**src/rtl/decoder_sched_pkg.sv**
```systemverilog
// Shared types and constants for the decoder scheduler.
//   state_t   : scheduler FSM encoding
//   DEC_IN_W  : input width of the shared decoder core
//   *_RST     : reset values of the scheduler registers
package decoder_sched_pkg;

  typedef enum logic [1:0] {
    S_IDLE = 2'd0,
    S_HOLD = 2'd1,
    S_ACK  = 2'd2
  } state_t;

  localparam int DEC_IN_W = 7;

  localparam state_t STATE_RST = S_IDLE;
  localparam logic   BIT_RST   = 1'b0;

endpackage

```
**src/rtl/decoder_sched_rr_pick.sv**
```systemverilog
// Combinational rotating-priority encoder.
//   req    : request vector
//   rr_ptr : index holding highest priority this round
//   win_id : first requester at or after rr_ptr (wrapping)
//   any    : at least one request present
module rr_pick #(
  parameter int N_REQ = 4,
  parameter int PTR_W = $clog2(N_REQ)
) (
  input  logic [N_REQ-1:0] req,
  input  logic [PTR_W-1:0] rr_ptr,
  output logic [PTR_W-1:0] win_id,
  output logic             any
);

  // Scan from the farthest offset down to rr_ptr so the nearest
  // asserted requester is the last (winning) assignment.
  always_comb begin
    int j;
    j      = 0;
    win_id = '0;
    any    = 1'b0;
    for (int i = N_REQ - 1; i >= 0; i--) begin
      j = int'(rr_ptr) + i;
      if (j >= N_REQ) j = j - N_REQ;
      if (req[j]) begin
        win_id = PTR_W'(j);
        any    = 1'b1;
      end
    end
  end

endmodule

```
**src/rtl/decoder_sched.sv**
```systemverilog
// Round-robin scheduler sharing one combinational decoder core.
//   clock, reset : rising-edge clock, async active-high reset
//   req, code    : per-requester level request and packed input codes
//   ack          : one-hot one-cycle completion pulse
//   result       : captured decoder output (held between grants)
//   grant_id     : current / last granted requester
//   busy         : FSM not idle
//   dec_in       : registered drive to the decoder core
//   dec_out      : decoder core output
//
// state  | meaning
// S_IDLE | waiting for any req; picks winner from rr_ptr
// S_HOLD | dec_in held while cnt counts down to 0
// S_ACK  | ack/result valid for this single cycle
module decoder_sched
  import decoder_sched_pkg::*;
#(
  parameter int N_REQ = 4,
  parameter int IN_W  = 7,
  parameter int OUT_W = 8,
  parameter int HOLD  = 2
) (
  input  logic                     clock,
  input  logic                     reset,
  input  logic [N_REQ-1:0]         req,
  input  logic [N_REQ*IN_W-1:0]    code,
  output logic [N_REQ-1:0]         ack,
  output logic [OUT_W-1:0]         result,
  output logic [$clog2(N_REQ)-1:0] grant_id,
  output logic                     busy,
  output logic [IN_W-1:0]          dec_in,
  input  logic [OUT_W-1:0]         dec_out
);

  localparam int PTR_W = $clog2(N_REQ);
  localparam int CNT_W = $clog2(HOLD + 1);

  if (HOLD < 1) begin : g_bad_hold
    $error("decoder_sched: HOLD must be at least 1");
  end
  if (N_REQ < 2 || N_REQ > 8) begin : g_bad_nreq
    $error("decoder_sched: N_REQ must be in 2..8");
  end
  if (IN_W != DEC_IN_W) begin : g_bad_inw
    $error("decoder_sched: IN_W must match the decoder core input width");
  end

  state_t           state_q, state_d;
  logic [CNT_W-1:0] cnt_q, cnt_d;
  logic [PTR_W-1:0] rr_ptr_q, rr_ptr_d;
  logic [PTR_W-1:0] grant_id_q, grant_id_d;
  logic [IN_W-1:0]  dec_in_q, dec_in_d;
  logic [OUT_W-1:0] result_q, result_d;
  logic [N_REQ-1:0] ack_q, ack_d;

  logic [PTR_W-1:0] win_id;
  logic             any_req;

  rr_pick #(.N_REQ(N_REQ), .PTR_W(PTR_W)) u_rr_pick (
    .req    (req),
    .rr_ptr (rr_ptr_q),
    .win_id (win_id),
    .any    (any_req)
  );

  always_comb begin
    state_d    = state_q;
    cnt_d      = cnt_q;
    rr_ptr_d   = rr_ptr_q;
    grant_id_d = grant_id_q;
    dec_in_d   = dec_in_q;
    result_d   = result_q;
    ack_d      = '0;
    unique case (state_q)
      S_IDLE: begin
        if (any_req) begin
          grant_id_d = win_id;
          dec_in_d   = code[int'(win_id)*IN_W +: IN_W];
          cnt_d      = CNT_W'(HOLD - 1);
          state_d    = S_HOLD;
        end
      end
      S_HOLD: begin
        if (cnt_q != '0) begin
          cnt_d = cnt_q - 1'b1;
        end else begin
          result_d          = dec_out;
          ack_d[grant_id_q] = 1'b1;
          // Explicit wrap keeps non-power-of-2 N_REQ in range.
          rr_ptr_d = (grant_id_q == PTR_W'(N_REQ - 1)) ? '0 : grant_id_q + 1'b1;
          state_d  = S_ACK;
        end
      end
      S_ACK:   state_d = S_IDLE;
      default: state_d = S_IDLE;
    endcase
  end

  always_ff @(posedge clock or posedge reset) begin
    if (reset) begin
      state_q    <= STATE_RST;
      cnt_q      <= '0;
      rr_ptr_q   <= '0;
      grant_id_q <= '0;
      dec_in_q   <= '0;
      result_q   <= '0;
      ack_q      <= {N_REQ{BIT_RST}};
    end else begin
      state_q    <= state_d;
      cnt_q      <= cnt_d;
      rr_ptr_q   <= rr_ptr_d;
      grant_id_q <= grant_id_d;
      dec_in_q   <= dec_in_d;
      result_q   <= result_d;
      ack_q      <= ack_d;
    end
  end

  assign ack      = ack_q;
  assign result   = result_q;
  assign grant_id = grant_id_q;
  assign busy     = (state_q != S_IDLE);
  assign dec_in   = dec_in_q;

endmodule

```
**config.mk**
```make
export PLATFORM = sky130hd
export DESIGN_NAME = decoder_sched
export DESIGN_NICKNAME = d
export VERILOG_FILES = /design/src/rtl/decoder_sched_pkg.sv /design/src/rtl/decoder_sched_rr_pick.sv /design/src/rtl/decoder_sched.sv
export SDC_FILE = /design/constraint.sdc
export NUM_CORES = 1
export LEC_CHECK = 0
export CORE_UTILIZATION = 36
export CTS_CLUSTER_DIAMETER = 30
export DETAILED_ROUTE_END_ITERATION = 16
export GPL_ROUTABILITY_DRIVEN = 0
export PLACE_DENSITY = 0.84
export SETUP_SLACK_MARGIN = 0.05
export SLEW_MARGIN = 20
export SYNTH_ARGS = -nofsm -noshare
export SYNTH_HDL_FRONTEND = slang
export SYNTH_SLANG_ARGS = --single-unit
```
**constraint.sdc**
```tcl
create_clock -name clock -period 1.7 [get_ports clock]
set_input_delay 0.51 -clock clock [delete_from_list [all_inputs] [get_ports clock]]
set_output_delay 0.51 -clock clock [all_outputs]
set_load 0.01 [all_outputs]
```
Yosys cells after proc, flatten, opt, wreduce, memory -nomap -nowiden
Index checks and enable logic that the tools add are counted.
{"block": "op_classes", "magnitude_cmp": 10, "n_reduce_logical": 9, "n_addsub": 9, "div_mod_pow": 0, "bitwise_logic": 1, "shifts": 1, "mul": 1, "mux": 34, "n_eq_ne": 5}
{"cell": "$lt 32x4->1 const B", "n": 4}
{"cell": "$mux 32", "n": 4}
{"cell": "$ge 32x4->1 const B", "n": 3}
{"cell": "$sub 32x4->32 const B", "n": 3}
{"cell": "$shiftx 28x6->7", "n": 1}
{"cell": "$mux 2", "n": 8}
{"cell": "$mux 1", "n": 13}
{"cell": "$bmux 1 s2", "n": 4}
{"cell": "$mux 4", "n": 2}
{"cell": "$pmux 2 s2", "n": 2}
{"cell": "$add 2x2->3 const B", "n": 2}
{"cell": "$ne 2x2->1 const B", "n": 3}
{"cell": "$reduce_and 2->1", "n": 3}
{"cell": "$reduce_bool 2->1", "n": 3}
{"cell": "$mul 2x3->5 const B", "n": 1}
{"cell": "$sub 2x3->4 const B", "n": 1}
{"cell": "$add 2x1->3 const B", "n": 1}
{"cell": "$ge 2x3->1 const B", "n": 1}
{"cell": "$lt 2x3->1 const B", "n": 1}
{"cell": "$reduce_and 3->1", "n": 1}
{"cell": "$add 2x1->2 const B", "n": 1}
{"cell": "$demux 1 s2", "n": 1}
{"cell": "$eq 2x1->1 const B", "n": 1}
{"cell": "$eq 2x2->1 const B", "n": 1}
{"cell": "other kinds (5)", "n": 5}
{"block": "totals", "memories": 0, "ff_bits": 27, "latch_bits": 0, "mem_bits_ro": 0, "out_inout_bits": 22, "ram_bits": 0, "input_bits": 42}

Longest topological paths before layout
{"block": "logic_depth", "word_depth": 12, "ltp_mapped": 7}

Hierarchy
A second synthesis with hierarchy kept.
{"block": "unflattened", "cells_unflattened": 105, "area_unflattened_um2": 1372.6}
{"module": "decoder_sched", "n_inst": 1, "seq_area_each_um2": 675.6, "cells_per_inst": 92, "area_each_um2": 1295.0}
{"module": "rr_pick", "n_inst": 1, "seq_area_each_um2": 0.0, "cells_per_inst": 13, "area_each_um2": 77.6}

Least setup slack after synthesis
Ideal clock, no wire load.
{"block": "synth_timing", "path_type": "input-to-reg", "start": "in req[2]", "end": "reg dec_in_q[0] (netlist: dec_in[0])", "path_stages": 6, "t_required_ps": 1561, "path_buffers": 1, "arrival_ps": 1536, "slack_ps": 25, "path_cell_list": "mux2i_1 > nor2_1 > nor3_4 > buf_8 > mux2i_1 > o221ai_1"}
{"block": "synth_via", "elab_chain_cells": 9}
{"element": "start: declaration", "line": "decoder_sched.sv:25", "source": "input logic [N_REQ-1:0] req,"}
{"element": "$bmux 1 s2", "line": "decoder_sched_rr_pick.sv:26", "source": "if (req[j]) begin"}
{"element": "$mux 1 (implied by the code) (2 in series)", "line": "decoder_sched_rr_pick.sv:26"}
{"element": "$mux 2 (4 in series)", "line": "decoder_sched_rr_pick.sv:26"}
{"element": "$mul 2x3->5", "line": "decoder_sched.sv:78", "source": "dec_in_d = code[int'(win_id)*IN_W +: IN_W];"}
{"element": "$shiftx 28x6->7", "line": "decoder_sched.sv:78"}
{"element": "end signal: assignment", "line": "decoder_sched.sv:113", "source": "dec_in_q <= dec_in_d;"}
{"element": "end: declaration", "line": "decoder_sched.sv:52", "source": "logic [IN_W-1:0] dec_in_q, dec_in_d;"}
Parallel ways exist; a longest one is shown, timed or not. The select of a mux whose other input is x is not followed.
A chain may end at the register's enable or synchronous reset.

Final worst setup path
{"block": "layout_timing", "start": "in req[3]", "end": "reg dec_in_q[0] (netlist: dec_in[0])"}
Same word-level chain as after synthesis.

==> flow_summary.ini <==
[power]
cellPowerDensity_nw_per_um2 = 1530
p_leak_nw = 1.03
peakVddDrop_uv = 740
power.total_w = 0.00336

[clocking]
hold_buffers = 0
clk_latency_ns = 0.27
cts_tree = yes
cts.path.max_buffers = 2
ctsHtreeMaxLevel = 1
clkSinkCount = 27
cts_made_buffers = 3
clk_pin_slew_worst_paths_ns = 0.10
root_buffer = clkbuf_8

[setup_path]
ff2ff_path_depth = 6
r2r_start = rr_ptr_q[1]
crit_type = in -> reg
worstPathArrival_ns = 1.77
crit_path_end_kind = register
r2r_slack_ns = 0.08
r2r_end = dec_in[0]
critPathRequiredTime_ns = 1.84
start_kind = primary input
cp_max_fo = 8
critPathLaunch = req[3]

[cells_and_area]
num-nets-final = 237
synthToLayoutAreaGrowth_pct = 64.3
drive_gt1_share_pct = 24.3
mostFrequentLayoutCells = clkdlybuf4s50_1 (37), dfrtp_1 (27), dlygate4sd2_1 (21)
final_util_pct = 63.7
layout_commonest_cell = clkdlybuf4s50_1
num_antenna_cells = 0

[min_path]
hold_end = dec_in[1]
hold_path_class = reg -> reg
min_path_cells = 2
min_from = dec_in[1]

[route]
first_pass_iters = 4
vias = 1128
routed_wl_um = 3370
drc = 0
wl_per_cell_um = 14.3
drt_iter0_drc = 38
vias_per_cell = 4.80
ant_nets = 0

[sta]
slew_headroom_pct = 77.4
hold_viol_final = 0
slew_viol_final = 0
rsz0062_at_grt = true
period_share_pct = 95.9
finalSetupViolCount = 0
fin_crit_ns = 1.63
fmax_ghz = 0.613
hold_slack_ns = 0.494
fin_skew_ns = 0.00565
tightest_slew_ns = 0.339

[grt]
grt_pass1_wl_um = 5510
grt_max_degree = 28
globalRouteTotalUtil_pct = 18.1
antenna_found_initial = 0
overflow = 0
grt_pass1_vias = 1177

[synthesis]
synthCells = 113
netlist-cell-type-count = 27
synth_top_area_cell = dfrtp_1
synth_area_leaders = dfrtp_1 (51%), mux2i_1 (11%), mux2_2 (8.4%), ha_1 (4.7%), o221ai_1 (4.6%)
syn_avg_cell_area_um2 = 11.8
ys_ff_latch = 27
synth_area_um2 = 1340
syn-num-nets = 160
yosysSeqAreaShare_pct = 50.6
synth.top_cell.area_share_pct = 50.6
yosys_warnings = 0

[floorplanning]
io_pins = 64
die_width_um = 62.9
core_area_um2 = 3440
rows = 21
die_y_um = 62.9
dieArea_um2 = 3960
start_util_pct = 38.8

[placement]
dp_hpwl_um = 2540
numPortBuffers = 63

[status]
status = finished, final reports clean

[run]
maxCapViolations = 0
power breakdown:
group / switching [W] / internal, W / total, W
registers: 0.000150 / 0.000939 / 0.00109
clock network: 0.000204 / 0.000166 / 0.000371
logic: 0.000853 / 0.00105 / 0.00190
total: 0.00121 / 0.00215 / 0.00336
flip-flops by register name, summed over array words and instances (netlist names):
name and cells:
result 8, cnt_q 2, ack 4, dec_in 7, rr_ptr_q 2, state_q 2
grant_id 2
cells by family after synthesis:
group / share of synthesized area, %
flops: 50.6
compound gates: 8.53
fa+ha+maj: 4.69
simple gates: 11.8
buf+inv: 4.69
mux: 19.7
Yosys cell counts:
cell,n
o221ai_1,7
buf_2,2
ha_1,5
mux2i_1,15
o21ai_0,4
and3b_1,1
inv_1,6
or2_0,1
or2_1,1
nor4_1,1
nand2b_1,1
nand2_1,12
clkbuf_1,1
mux2_2,10
buf_6,1
nor3_4,1
a21oi_1,2
or3b_2,1
or2_4,1
o22ai_1,1
a21oi_2,1
and2_1,4
dfrtp_1,27
buf_8,1
o21a_1,1
nor2_1,4
nand3_1,1
per-stage QoR:
step	worst slack [ns]	TNS [ns]	cell area (µm²)	instances
floorplan	0.0926	0	1340	113
global placement	-0.408	-3.93	2060	226
finish	0.0697	0	2190	235
global route	0.00720	0	2190	235
detailed placement	-0.484	-4.86	2060	226
CTS	0.0175	0	2160	236
routing by layer:
layer / wire (µm) / vias to the layer above / global-route usage (%)
li1: - / 549 / -
met4: 48 / 0 / 5.23
met3: 98 / 4 / 4.38
met2: 1930 / 24 / 34.9
met1: 1290 / 551 / 19.0
met5: 0 / - / 0
worst max-delay path by stage:
stage	to	slack (ns)	depth (start not counted)
after floorplan	dec_in[0]	0.09	6
after global placement	dec_in[1]	-0.41	6
after detailed placement	dec_in[5]	-0.48	6
after CTS	dec_in[2]	0.02	7
after global routing	dec_in[1]	0.007	6
final	dec_in[0]	0.07	6
worst max-delay path: stages:
cell and delay, ns:
dlygate4sd2_1 0.32, nor2_1 0.12, nor3_4 0.27, buf_12 0.18
mux2i_4 0.23, o221ai_1 0.13
what timing repair did:
action,4_1_cts,5_1_grt
endpoints found under the setup margin,30,11
gates resized for setup,33,17
pin swaps,6,6
setup buffers,5,0
gates cloned,1,0
cell type report:
| class | instances | area (µm²) |
|---|---|---|
| fill | 293 | 1250 |
| timing repair buffer | 77 | 718 |
| sequential | 27 | 676 |
| multi-input combinational | 75 | 671 |
| tap | 46 | 57.6 |
| clock buffer | 3 | 41.3 |
| inverter | 6 | 22.5 |
| clock inverter | 1 | 7.51 |
Note: power is estimated with default switching activity, not from simulation.
